<file path="src/rtl/fetch_stage_pkg.sv">
// rtl/fetch_stage_pkg.sv - shared types and constants for the fetch stage
package common;

  typedef logic [31:0] instruction_type;

  typedef enum logic [1:0] {
    BOOT  = 2'd0,
    RUN   = 2'd1,
    FLUSH = 2'd2
  } fetch_state_type;

  localparam logic [31:0] INSTR_BYTES = 32'd4;

endpackage

</file>
<file path="src/rtl/fetch_stage_fifo.sv">
// rtl/fetch_stage_fifo.sv - two-entry {word, pc} buffer between imem and decode
module fetch_fifo (
  input  logic        clk,
  input  logic        rst,
  input  logic        push,
  input  logic [31:0] push_word,
  input  logic [31:0] push_pc,
  input  logic        pop,
  input  logic        flush,
  output logic [1:0]  count,
  output logic [31:0] head_word,
  output logic [31:0] head_pc
);

  logic [31:0] word_q [2];
  logic [31:0] pc_q   [2];
  logic        rd_ptr_q;
  logic        wr_ptr_q;
  logic [1:0]  count_q;

  // flush wins over push/pop so a redirect never leaves stale entries behind
  always_ff @(posedge clk) begin
    if (rst || flush) begin
      rd_ptr_q <= 1'b0;
      wr_ptr_q <= 1'b0;
      count_q  <= 2'd0;
    end else begin
      if (push) wr_ptr_q <= ~wr_ptr_q;
      if (pop)  rd_ptr_q <= ~rd_ptr_q;
      count_q <= count_q + {1'b0, push} - {1'b0, pop};
    end
  end

  always_ff @(posedge clk) begin
    if (rst) begin
      word_q[0] <= '0;
      word_q[1] <= '0;
      pc_q[0]   <= '0;
      pc_q[1]   <= '0;
    end else if (push && !flush) begin
      word_q[wr_ptr_q] <= push_word;
      pc_q[wr_ptr_q]   <= push_pc;
    end
  end

  assign count     = count_q;
  assign head_word = word_q[rd_ptr_q];
  assign head_pc   = pc_q[rd_ptr_q];

endmodule

</file>
<file path="src/rtl/fetch_stage.sv">
// rtl/fetch_stage.sv - instruction fetch with one-deep imem pipelining and redirect flush
module fetch_stage
  import common::*;
#(
  parameter logic [31:0] RESET_PC = 32'h0000_0000
) (
  input  logic            clk,
  input  logic            rst,
  output logic            imem_req,
  output logic [31:0]     imem_addr,
  input  logic [31:0]     imem_rdata,
  input  logic            imem_rvalid,
  input  logic            stall,
  input  logic            branch_taken,
  input  logic [31:0]     pc_branch,
  output instruction_type instruction,
  output logic [31:0]     pc,
  output logic            valid
);

  fetch_state_type state_q, state_d;
  logic [31:0]     fetch_pc_q;
  logic [31:0]     tag_q;
  logic            outstanding_q;
  logic [1:0]      count;
  logic [31:0]     head_word;
  logic [31:0]     head_pc;
  logic            push;
  logic            pop;
  logic            flush;
  logic [2:0]      demand;

  always_ff @(posedge clk) begin
    if (rst) state_q <= BOOT;
    else     state_q <= state_d;
  end

  always_comb begin
    state_d = state_q;
    case (state_q)
      BOOT:    state_d = RUN;
      RUN:     if (branch_taken) state_d = FLUSH;
      FLUSH:   state_d = RUN;
      default: state_d = BOOT;
    endcase
  end

  // demand counts entries that will occupy the buffer after this cycle's pop
  always_comb begin
    valid       = (count != 2'd0);
    pop         = valid && !stall;
    demand      = {1'b0, count} + {2'b00, outstanding_q} - {2'b00, pop};
    imem_req    = 1'b0;
    push        = 1'b0;
    flush       = 1'b0;
    if (state_q == RUN) begin
      if (branch_taken) begin
        flush = 1'b1;
      end else begin
        imem_req = (demand < 3'd2);
        push     = imem_rvalid && outstanding_q;
      end
    end
    imem_addr   = imem_req ? fetch_pc_q : 32'h0;
    instruction = valid ? head_word : '0;
    pc          = valid ? head_pc : 32'h0;
  end

  always_ff @(posedge clk) begin
    if (rst) begin
      fetch_pc_q    <= RESET_PC & 32'hFFFF_FFFC;
      tag_q         <= 32'h0;
      outstanding_q <= 1'b0;
    end else begin
      outstanding_q <= imem_req;
      if (flush) begin
        fetch_pc_q <= pc_branch & 32'hFFFF_FFFC;
      end else if (imem_req) begin
        tag_q      <= fetch_pc_q;
        fetch_pc_q <= fetch_pc_q + INSTR_BYTES;
      end
    end
  end

  fetch_fifo u_fifo (
    .clk       (clk),
    .rst       (rst),
    .push      (push),
    .push_word (imem_rdata),
    .push_pc   (tag_q),
    .pop       (pop),
    .flush     (flush),
    .count     (count),
    .head_word (head_word),
    .head_pc   (head_pc)
  );

endmodule
</file>
<file path="config.mk">
export PLATFORM = sky130hd
export DESIGN_NAME = fetch_stage
export DESIGN_NICKNAME = d
export VERILOG_FILES = /design/src/rtl/fetch_stage_pkg.sv /design/src/rtl/fetch_stage_fifo.sv /design/src/rtl/fetch_stage.sv
export SDC_FILE = /design/constraint.sdc
export NUM_CORES = 1
export LEC_CHECK = 0
export ABC_AREA = 1
export ABC_CLOCK_PERIOD_IN_PS = 7200
export CORE_AREA = 4 4 156 158
export DETAILED_ROUTE_END_ITERATION = 7
export DIE_AREA = 0 0 160 162
export GPL_TIMING_DRIVEN = 0
export PLACE_DENSITY = 0.73
export SYNTH_ARGS = -nofsm -noshare
export SYNTH_HDL_FRONTEND = slang
export SYNTH_SLANG_ARGS = --single-unit
</file>
<file path="constraint.sdc">
create_clock -name clk -period 7.2 [get_ports clk]
set_input_delay 0.72 -clock clk [delete_from_list [all_inputs] [get_ports clk]]
set_output_delay 0.72 -clock clk [all_outputs]
set_load 0.1 [all_outputs]
</file>
==> Word level (Yosys, flattened, before mapping) <==
Memories as Yosys holds them, arrays and structs flattened. A register that Yosys moved wholly into a read port is not among the register bits.
Cells that the tools add are included.
{ "word_totals": {"mem_count": 2, "output_inout_bits": 98, "word_cells": 64, "in_bits": 69, "ramBits": 128, "ff_bits": 71} }
{ "classes": {"reduce_logical": 14, "n_bitwise": 3, "mux": 28, "n_addsub": 5, "n_lt_le_gt_ge": 1, "eq_ne": 3} }
{ "mem_list": {"columns": ["memory", "depth", "width", "read_ports", "rd_ports_with_merged_regs", "write_ports", "line_no", "text"], "rows": [
  ["u_fifo.pc_q", 2, 32, 1, 1, 2, "fetch_stage_fifo.sv:16", "logic [31:0] pc_q [2];"],
  ["u_fifo.word_q", 2, 32, 1, 1, 2, "fetch_stage_fifo.sv:15", "logic [31:0] word_q [2];"]
]} }
{ "ops": {"columns": ["cell", "n"], "rows": [
  ["2-to-1 mux 32 bit", 7],
  ["OR reduction 32 bit", 2],
  ["adder 32 x 3 -> 32 bit, second input constant", 1],
  ["2-to-1 mux 1 bit", 19],
  ["one-hot mux 2 bit (2 select lines)", 1],
  ["nonzero test 2 bit", 2],
  ["OR reduction 2 bit", 2],
  ["adder 2 x 1 -> 3 bit", 1],
  ["logical AND 1 bit", 3],
  ["less-than comparator 3 x 2 -> 1 bit, second input constant", 1],
  ["inverter 1 bit", 3],
  ["subtractor 3 x 1 -> 3 bit", 1],
  ["adder 2 x 1 -> 2 bit", 1],
  ["equality test 2 x 1 -> 1 bit, second input constant", 1],
  ["equality test 2 bit, second input constant", 1],
  ["zero test 1 bit", 2],
  ["zero test 2 bit", 1],
  ["2-to-1 mux 2 bit", 1],
  ["!= test 2 bit, second input constant", 1],
  ["AND reduction 2 bit", 1],
  ["subtractor 2 x 1 -> 2 bit", 1],
  ["logical OR 1 bit", 1]
]} }

==> Logic depth before layout (Yosys ltp) <==
Gate-level depths: netlist of the first run.
{ "depth": {"word_depth": 9, "ltp_mapped": 16} }

==> By module <==
From an unflattened synthesis of the first run, not the netlist that was laid out.
{ "unflattened": {"hier_cells": 1138, "hier_area_um2": 9754.4} }
{ "modules_own_cells": {"columns": ["module", "instances", "cells_per_inst", "area_each_um2"], "rows": [
  ["fetch_fifo", 1, 436, 5726.7],
  ["fetch_stage", 1, 702, 4027.6]
]} }

==> Least setup slack after synthesis of the first run <==
No wires, ideal clock.
{ "synth_path": {"path_type": "input-to-output", "from": "input stall", "to": "output imem_addr[2]", "stages": 10, "t_arrival_ns": 3.566, "path_slack_ns": 2.914, "cell_sequence": "nor2_1 > ha_1 > inv_1 > nand2_1 > fa_1 > a21boi_1 > nand3_2 > buf_2 > buf_2 > nor2_1"} }
{ "synth_between": {"elab_chain_len": 7} }
{ "synth_rtl": {"columns": ["element", "line_no", "text"], "rows": [
  ["start, declared", "fetch_stage.sv:13", "input logic stall,"],
  ["zero test 1 bit", "fetch_stage.sv:51", "pop = valid && !stall;"],
  ["logical AND 1 bit", "fetch_stage.sv:51", null],
  ["subtractor 3 x 1 -> 3 bit", "fetch_stage.sv:52", "demand = {1'b0, count} + {2'b00, outstanding_q} - {2'b00, pop};"],
  ["less-than comparator 3 x 2 -> 1 bit", "fetch_stage.sv:60", "imem_req = (demand < 3'd2);"],
  ["2-to-1 mux 1 bit", "fetch_stage.sv:57", "if (branch_taken) begin"],
  ["2-to-1 mux 1 bit", "fetch_stage.sv:56", "if (state_q == RUN) begin"],
  ["2-to-1 mux 32 bit", "fetch_stage.sv:64", "imem_addr = imem_req ? fetch_pc_q : 32'h0;"],
  ["end, declared", "fetch_stage.sv:10", "output logic [31:0] imem_addr,"]
]} }
No other way between the ends.

==> Worst setup path after layout of the first run <==
{ "layout_path": {"from": "input stall", "to": "output imem_addr[20]"} }
{ "layout_between": {"elab_chain_len": 7} }
{ "layout_rtl": {"columns": ["element", "line_no", "text"], "rows": [
  ["zero test 1 bit", "fetch_stage.sv:51", null],
  ["logical AND 1 bit", "fetch_stage.sv:51", null],
  ["via pop", "fetch_stage.sv:29", "logic pop;"],
  ["subtractor 3 x 1 -> 3 bit", "fetch_stage.sv:52", null],
  ["less-than comparator 3 x 2 -> 1 bit", "fetch_stage.sv:60", null],
  ["2-to-1 mux 1 bit", "fetch_stage.sv:57", null],
  ["2-to-1 mux 1 bit", "fetch_stage.sv:56", null],
  ["2-to-1 mux 32 bit", "fetch_stage.sv:64", null]
]} }
The timed path passes the listed nets, and every way through them passes these cells.

==> metrics.md, run 1 <==
| Metric | Value |
|---|---|
| Fillers | `around 2200` |
| Worst Min Path Start | `tag_q[24]$_SDFFE_PP0P_` |
| H-tree depth | `4` |
| Async SR Flop Fraction | `0` |
| Worst-path cell chain | `clkdlybuf4s50_1, nor2_1, ha_1, inv_1, nand2_1, fa_1, a21boi_1, nand3_2, clkbuf_1, nor2_1, clkdlybuf4s50_1` |
| Hold depth | `2` |
| Flop pwr share | `0.510` |
| Slew Viols, Final | `0` |
| FF-to-FF End | `tag_q[20]$_SDFFE_PP0P_` |
| Post-cts resize count | `0` |
| CP Launch Type | `input port` |
| CP arrival | `4.42 ns` |
| Cts hold-fix bufs | `0` |
| Antenna viol nets, final | `0` |
| Lkg Pwr | `approximately 4.4 nW` |
| Critical Path Stages | `11` |
| Number of inserted diodes | `0` |
| Rel. slew slack | `0.288` |
| Sequential area share after synthesis | `0.564` |
| Root Driver | `clkbuf_16` |
| Ratio of cells with drive above 1 in the final layout | `0.0564` |
| CTS tree | `built` |
| Synth cell count leaders | `nand2_1, nor2_1, inv_1` |
| Clock Skew | `0.0135 ns` |
| Measured slew at the worst slew-check pin | `between 1 and 1.5 ns` |
| Worst-Skew Late Latency | `approximately 0.43 ns` |
| Via Count | `7577` |
| 1st-iter DRT viols | `about 540` |
| Syn Area/Cell | `8.33 um^2` |
| Clock buffer depth | `2` |
| DIE HEIGHT | `approximately 160 um` |
| Maximum VDD drop | `0.187 mV` |
| Die Footprint | `25900 um^2` |
| RR Startpoint | `u_fifo.count[1]$_SDFF_PP0_` |
| DR vias/cell | `between 4 and 5` |
| Yosys warnings | `0` |
| CP endpoint kind | `output port` |
| Most common cell in the synthesized netlist | `nand2_1` |
| Synthesized flop and latch total | `between 150 and 200` |
| Fmax | `0.195 GHz` |
| Post-synth top area share | `0.413` |
| WHS Endpoint | `tag_q[24]$_SDFFE_PP0P_` |
| Clock transition at path regs | `roughly 0.070 ns` |
| Worst path bufs/invs | `4` |
| CTS sink cnt | `192` |
| Global route overflow | `0` |
| First-pass GRT wire length | `39100 um` |
| Number of global-route vias before repair | `7551` |
| Wire per inst | `15.6 um` |
| Pwr Density | `around 210 nW/um^2` |
| Hold Path Class | `reg -> reg` |
| Total of max-cap violations | `0` |
| Site Rows | `56` |
| Area occupied by multi-input gates | `3170 um^2` |
| Postcts setup bufs | `0` |
| Final nets | `1338` |
| Initial antenna violation count | `0` |
| Worst EP required | `6.48 ns` |
| RSZ-0062 raised after global routing | `false` |
| Mapped Cells | `roughly 1100` |
| Placer congestion estimate | `0.970` |
| Setup TNS | `0 ns` |
| Synth area leaders | `edfxtp_1, dfxtp_1, nand2_1, nor2_1, inv_1` |
| Psw | `0.000632 W` |
| CP max stage cell | `clkdlybuf4s50_1` |
| Clock share of power | `0.376` |
| CP Class | `in -> out` |
| Netlist cell types | `36` |
| Final setup fails | `0` |
| GRT Overall Usage | `0.189` |
| Register area | `5080 um^2` |
| Final Hold Violating Endpoints | `0` |
| Final period utilization | `0.714` |
| Post-synth top area cell | `edfxtp_1` |
| DRC viols | `0` |
| Initial Utilization | `0.390` |
| DRT Pass-1 Iters | `5` |
| Max Fanout on Critical Path | `10` |
| R2R depth | `11` |
| Worst path top cell family by delay | `buffers and inverters` |
| Outcome | `completed` |
| Most frequently used flop master after synthesis | `edfxtp_1` |
| Power after layout | `0.00241 W` |
| Die extent in x | `160 um` |
| Gate power share | `0.114` |
| Switch share | `0.262` |
| Core Box Area | `23100 um^2` |
| DRT Wirelength | `24500 um` |
| Io pins | `between 150 and 200` |
| Largest net degree at the start of global routing | `63` |
| R2R Setup Slk | `4.41 ns` |
| IO buf count | `160` |
| Fin crit period | `5.14 ns` |
| Largest stage delay on the critical path | `about 1.2 ns` |
| Area grow syn2layout | `28.3%` |
| Fin util | `0.500` |
| Detailed Place HPWL | `17500 um` |
| P_int | `0.00178 W` |
| Netlist Area Pre-Place | `9010 um^2` |
| CTS buffer count | `17` |
| Number of synthesized flops with an enable pin | `~120` |
==> registers in the layout (all words and copies together) (netlist names), named ones only <==
| register | flops |
|---|---|
| u_fifo.rd_ptr_q | 1 |
| tag_q | 30 |
| u_fifo.count | 2 |
| u_fifo.wr_ptr_q | 1 |
| state_q | 2 |
| outstanding_q | 1 |
| u_fifo.word_q | 64 |
| u_fifo.pc_q | 60 |
| fetch_pc_q | 30 |
==> layout make-up <==
type | count | area share
Buffer | 54 | 0.0208
Clock buffer | 19 | 0.0383
Clock inverter | 12 | 0.00975
Inverter | 145 | 0.0471
Multi-Input combinational cell | 694 | 0.274
Sequential cell | 192 | 0.440
Tap cell | 290 | 0.0314
Timing Repair Buffer | 160 | 0.139
==> cells in the final DEF, fill, tap and decap left out, drive strengths merged, types with 2 or more instances in the layout <==
cell type,netlist,final
o21ai,21,21
a211oi,10,10
nand2,259,259
xnor2,2,2
nand3b,9,9
xor2,10,10
a21oi,68,68
o21a,17,17
dfxtp,68,68
clkbuf,25,44
nand3,44,44
o211ai,3,3
ha,4,4
buf,29,29
conb,1,4
clkdlybuf4s50,0,160
clkinv,0,7
nand4,6,6
inv,145,148
nor3,7,7
o21bai,4,4
nor2,220,220
edfxtp,124,124
==> stage by stage <==
stage | cells | hold slack, ns | cell area (um^2) | worst slack (ns)
2_1_floorplan | 1085 | 0.447 | 9020 | 2.91
3_3_place_gp | 1535 | 0.468 | 11000 | 2.15
3_5_place_dp | 1535 | 0.483 | 11000 | 2.12
4_1_cts | 1566 | 0.500 | 11600 | 2.10
5_1_grt | 1566 | 0.529 | 11600 | 1.89
6_report | 1566 | 0.504 | 11600 | 2.06
==> layer usage <==
| metal | global-route usage | wire (um) | up-vias |
|---|---|---|---|
| li1 | - | - | 3796 |
| met4 | 0.0602 | 398 | 0 |
| met5 | 0 | 0 | - |
| met2 | 0.318 | 11700 | 214 |
| met3 | 0.0340 | 1170 | 32 |
| met1 | 0.251 | 11200 | 3535 |
==> power groups by stage <==
stage	sequential (W)	clock [W]	combinational, W
detailed placement	0.00126	0	0.000275
CTS	0.00123	0.000922	0.000277
global route	0.00124	0.000962	0.000298
floorplan	0.00125	0	0.000178
global placement	0.00126	0	0.000271
finish	0.00123	0.000908	0.000275
==> worst reg2reg max path, cell delays in order, from the launching register on <==
cell,delay (ns)
dfxtp_1,0.43
nor2_1,0.08
nor2_1,0.16
ha_1,0.25
inv_1,0.09
nand2_1,0.07
fa_1,0.46
a21boi_1,0.16
nand3_2,0.12
clkbuf_1,0.45
nor2_1,0.20
o21a_1,0.22
==> kinds of logic (layout without fill, tap and decap cells) <==
family          Yosys count  in the layout  synth area share
compound gates          128            128            0.0821
xor+xnor                 12             12            0.0117
fa+ha+maj                 5              5           0.00778
buf+inv                 199            390            0.0871
flops                   192            192             0.564
other cells               1              4          0.000416
simple gates            545            545             0.247
==> how the worst max path moves through the flow <==
stage | start | end | slack [ns]
final | stall | imem_addr[20] | 2.06
after global placement | stall | imem_addr[16] | 2.15
after floorplan | stall | imem_addr[2] | 2.91
after detailed placement | stall | imem_addr[2] | 2.12
after global routing | stall | imem_addr[18] | 1.89
after CTS | stall | imem_addr[2] | 2.10
(Power assumes the default switching activity.)
==> run 2, diff against run 1 <==
--- a/config.mk
+++ b/config.mk
@@ -6,12 +6,12 @@
 export NUM_CORES = 1
 export LEC_CHECK = 0
 export ABC_AREA = 1
-export ABC_CLOCK_PERIOD_IN_PS = 7200
+export ABC_CLOCK_PERIOD_IN_PS = 4230
 export CORE_AREA = 4 4 156 158
 export DETAILED_ROUTE_END_ITERATION = 7
 export DIE_AREA = 0 0 160 162
 export GPL_TIMING_DRIVEN = 0
-export PLACE_DENSITY = 0.73
+export PLACE_DENSITY = 0.75
 export SYNTH_ARGS = -nofsm -noshare
 export SYNTH_HDL_FRONTEND = slang
 export SYNTH_SLANG_ARGS = --single-unit
==> constraint.sdc (replaced) <==
create_clock -name clk -period 4.23 [get_ports clk]
set_input_delay 0.423 -clock clk [delete_from_list [all_inputs] [get_ports clk]]
set_output_delay 0.423 -clock clk [all_outputs]
set_load 0.1 [all_outputs]
==> run 2 against run 1 <==
  * Flip-flop and latch count unchanged
  * Utilization shrank 0.34 points
  * Routed wire length fell by 1.3%
  * Via count is 1.1% lower
  * Largest cell class unchanged
  * Highest routed layer unchanged
==> metrics.md, run 2 (synthesized netlist as in run 1, its figures left out) <==
| Metric | Value |
|---|---|
| Worst EP required | `3.81 ns (-2.67 ns)` |
| Register area | `5080 um^2 (unchanged)` |
| Fillers | `2185 (+0.092%)` |
| Die Footprint | `25900 um^2 (unchanged)` |
| Initial antenna violation count | `0 (unchanged)` |
| DRT Wirelength | `24100 um (-1.3%)` |
| Global route overflow | `0 (unchanged)` |
| Worst-path cell chain | `nor2_1, nor2_1, ha_1, inv_1, nand2_1, fa_1, a21boi_1, nand3_2, buf_2, nor2_1, dlygate4sd2_1` |
| Flop pwr share | `0.504 (-0.006)` |
| Final setup fails | `0 (unchanged)` |
| CP arrival | `3.64 ns (-0.78 ns)` |
| CTS sink cnt | `192 (unchanged)` |
| Crit. Startpoint | `u_fifo.count[1]$_SDFF_PP0_` |
| Most used cell, CP | `nor2_1` |
| Core Box Area | `23100 um^2 (unchanged)` |
| Antenna viol nets, final | `0 (unchanged)` |
| Leading cell type in the layout, fill and taps excluded | `nand2_1` |
| Final period utilization | `0.960` |
| Outcome | `completed` |
| CP endpoint kind | `output port` |
| Number of global-route vias before repair | `7202 (-4.6%)` |
| Worst path bufs/invs | `3 (-1)` |
| DRT Pass-1 Iters | `5 (unchanged)` |
| Number of inserted diodes | `0 (unchanged)` |
| Ratio of cells with drive above 1 in the final layout | `0.0720 (+0.0156)` |
| Largest stage delay on the critical path | `0.89 ns (-0.31 ns)` |
| Placed Cells | `1535 (unchanged)` |
| Power after layout | `0.00416 W (+72%)` |
| Maximum VDD drop | `0.222 mV (+18%)` |
| Largest net degree at the start of global routing | `63 (unchanged)` |
| Root Driver | `clkbuf_16` |
| CP Launch Type | `register` |
| CP max stage cell | `dlygate4sd2_1` |
| First-pass GRT wire length | `37500 um (-4.1%)` |
| Clock share of power | `0.384 (+0.008)` |
| DRC viols | `0 (unchanged)` |
| Postcts setup bufs | `0 (unchanged)` |
| Fin crit period | `4.06 ns` |
| Detailed Place HPWL | `17200 um (-1.6%)` |
| Cts hold-fix bufs | `0 (unchanged)` |
| Placed Area | `11000 um^2 (unchanged)` |
| IO buf count | `160 (unchanged)` |
| Site Rows | `56 (unchanged)` |
| Fin cells | `1567 (+0.064%)` |
| Clock Skew | `0.0114 ns (-0.00204 ns)` |
| 1st-iter DRT viols | `506 (-5.8%)` |
| GRT Overall Usage | `0.184 (-0.00585)` |
| Placer congestion estimate | `0.940 (-3.0%)` |
| Lkg Pwr | `4.46 nW (+1.7%)` |
| Fmax | `0.246 GHz` |
| Biggest register | `u_fifo.word_q` |
| Initial Utilization | `0.390 (unchanged)` |
| Final Hold Violating Endpoints | `0 (unchanged)` |
| Area grow syn2layout | `27.4%` |
| Most frequent cells in the layout | `nand2_1, nor2_1, inv_1` |
| CP Class | `reg -> out` |
| Via Count | `7495 (-1.1%)` |
| Post-cts resize count | `40 (+40)` |
| Io pins | `167 (unchanged)` |
| Gate power share | `0.112 (-0.002)` |
| Rel. slew slack | `0.289 (+0.000572)` |
| CTS tree | `built` |
| Setup TNS | `0 ns (unchanged)` |
| CTS buffer count | `17 (unchanged)` |
| DIE HEIGHT | `162 um (unchanged)` |
| RR Startpoint | `u_fifo.count[1]$_SDFF_PP0_` |
| P_int | `0.00304 W (+70%)` |
| Wire per inst | `15.4 um (-1.4%)` |
| Slew Viols, Final | `0 (unchanged)` |
| Clock transition at path regs | `0.08 ns (about the same)` |
| Worst Min Path Start | `state_q[0]$_SDFFE_PP0P_` |
| Pwr Density | `362 nW/um^2 (+73%)` |
| Worst-Skew Late Latency | `0.43 ns (about the same)` |
| Die extent in x | `160 um (unchanged)` |
| Measured slew at the worst slew-check pin | `1.06 ns (-0.000855 ns)` |
| H-tree depth | `4 (unchanged)` |
| Switch share | `0.270 (+0.00821)` |
| Clock buffer depth | `2 (unchanged)` |
| Area occupied by multi-input gates | `3170 um^2 (unchanged)` |
| Psw | `0.00112 W (+78%)` |
| Biggest regs | `u_fifo.word_q (64), u_fifo.pc_q (60)` |
| Hold Path Class | `reg -> reg` |
| Total of max-cap violations | `0 (unchanged)` |
| Worst hold slack | `0.497 ns (-0.00746 ns)` |
| Final nets | `1338 (unchanged)` |
| RSZ-0062 raised after global routing | `false` |
| Max reg flops | `64 (unchanged)` |
| Max Fanout on Critical Path | `10 (unchanged)` |
| DR vias/cell | `4.78 (-1.1%)` |
| Worst path top cell family by delay | `buffers and inverters` |
| Final Cell Area | `11500 um^2 (-0.67%)` |
## run 2: cell count changes in the layout (fill, tap and decap cells not counted), sizes merged
cell	change
inv	+6
clkinv	-4
clkdlybuf4s50	-31
clkdlybuf4s15	+5
clkbuf	+16
dlygate4sd2	+9
## run 2: stage by stage
step | utilization | setup WS [ns]
3_3_place_gp | 0.475 | -0.334
3_5_place_dp | 0.476 | -0.184
5_1_grt | 0.496 | 0.00191
6_report | 0.496 | 0.171
4_1_cts | 0.499 | 0.000420
2_1_floorplan | - | 0.516
## run 2: tightest hold or removal path: stages, from the launching register on
cell     delay, ns
dfxtp_1       0.33
nand2_1       0.06
nand2_1       0.04
inv_1         0.04
## run 2: path summary, 6_finish.rpt
kind / endpoint / slack [ns] / depth (start not counted)
min reg2reg: state_q[0]$_SDFFE_PP0P_ / 0.50 / 3
max reg2reg: fetch_pc_q[5]$_SDFFE_PP0P_ / 1.50 / 13
max: imem_addr[4] / 0.17 / 11
min: state_q[0]$_SDFFE_PP0P_ / 0.50 / 3
## run 2: per-layer routing
layer  track usage  vias up  part of all wire
met5             0        -                 0
met4        0.0489        0             0.013
met3        0.0365       24             0.061
met2         0.313      245              0.48
met1         0.241     3436              0.44
li1              -     3790                 -
## run 2: cell type report
cell class	count	area share
plain buffers	54	0.0209
clock buffers	18	0.0374
clock inverters	14	0.0124
inverters	145	0.0474
multi-input cells	694	0.276
flip-flops and latches	192	0.443
well taps	290	0.0316
repair buffers	160	0.131
## run 2: power by group through the flow
stage | combinational (W) | clock (W) | sequential, W
global placement | 0.000461 | 0 | 0.00214
finish | 0.000463 | 0.00160 | 0.00210
floorplan | 0.000303 | 0 | 0.00213
CTS | 0.000466 | 0.00162 | 0.00210
detailed placement | 0.000466 | 0 | 0.00214
global route | 0.000501 | 0.00169 | 0.00210
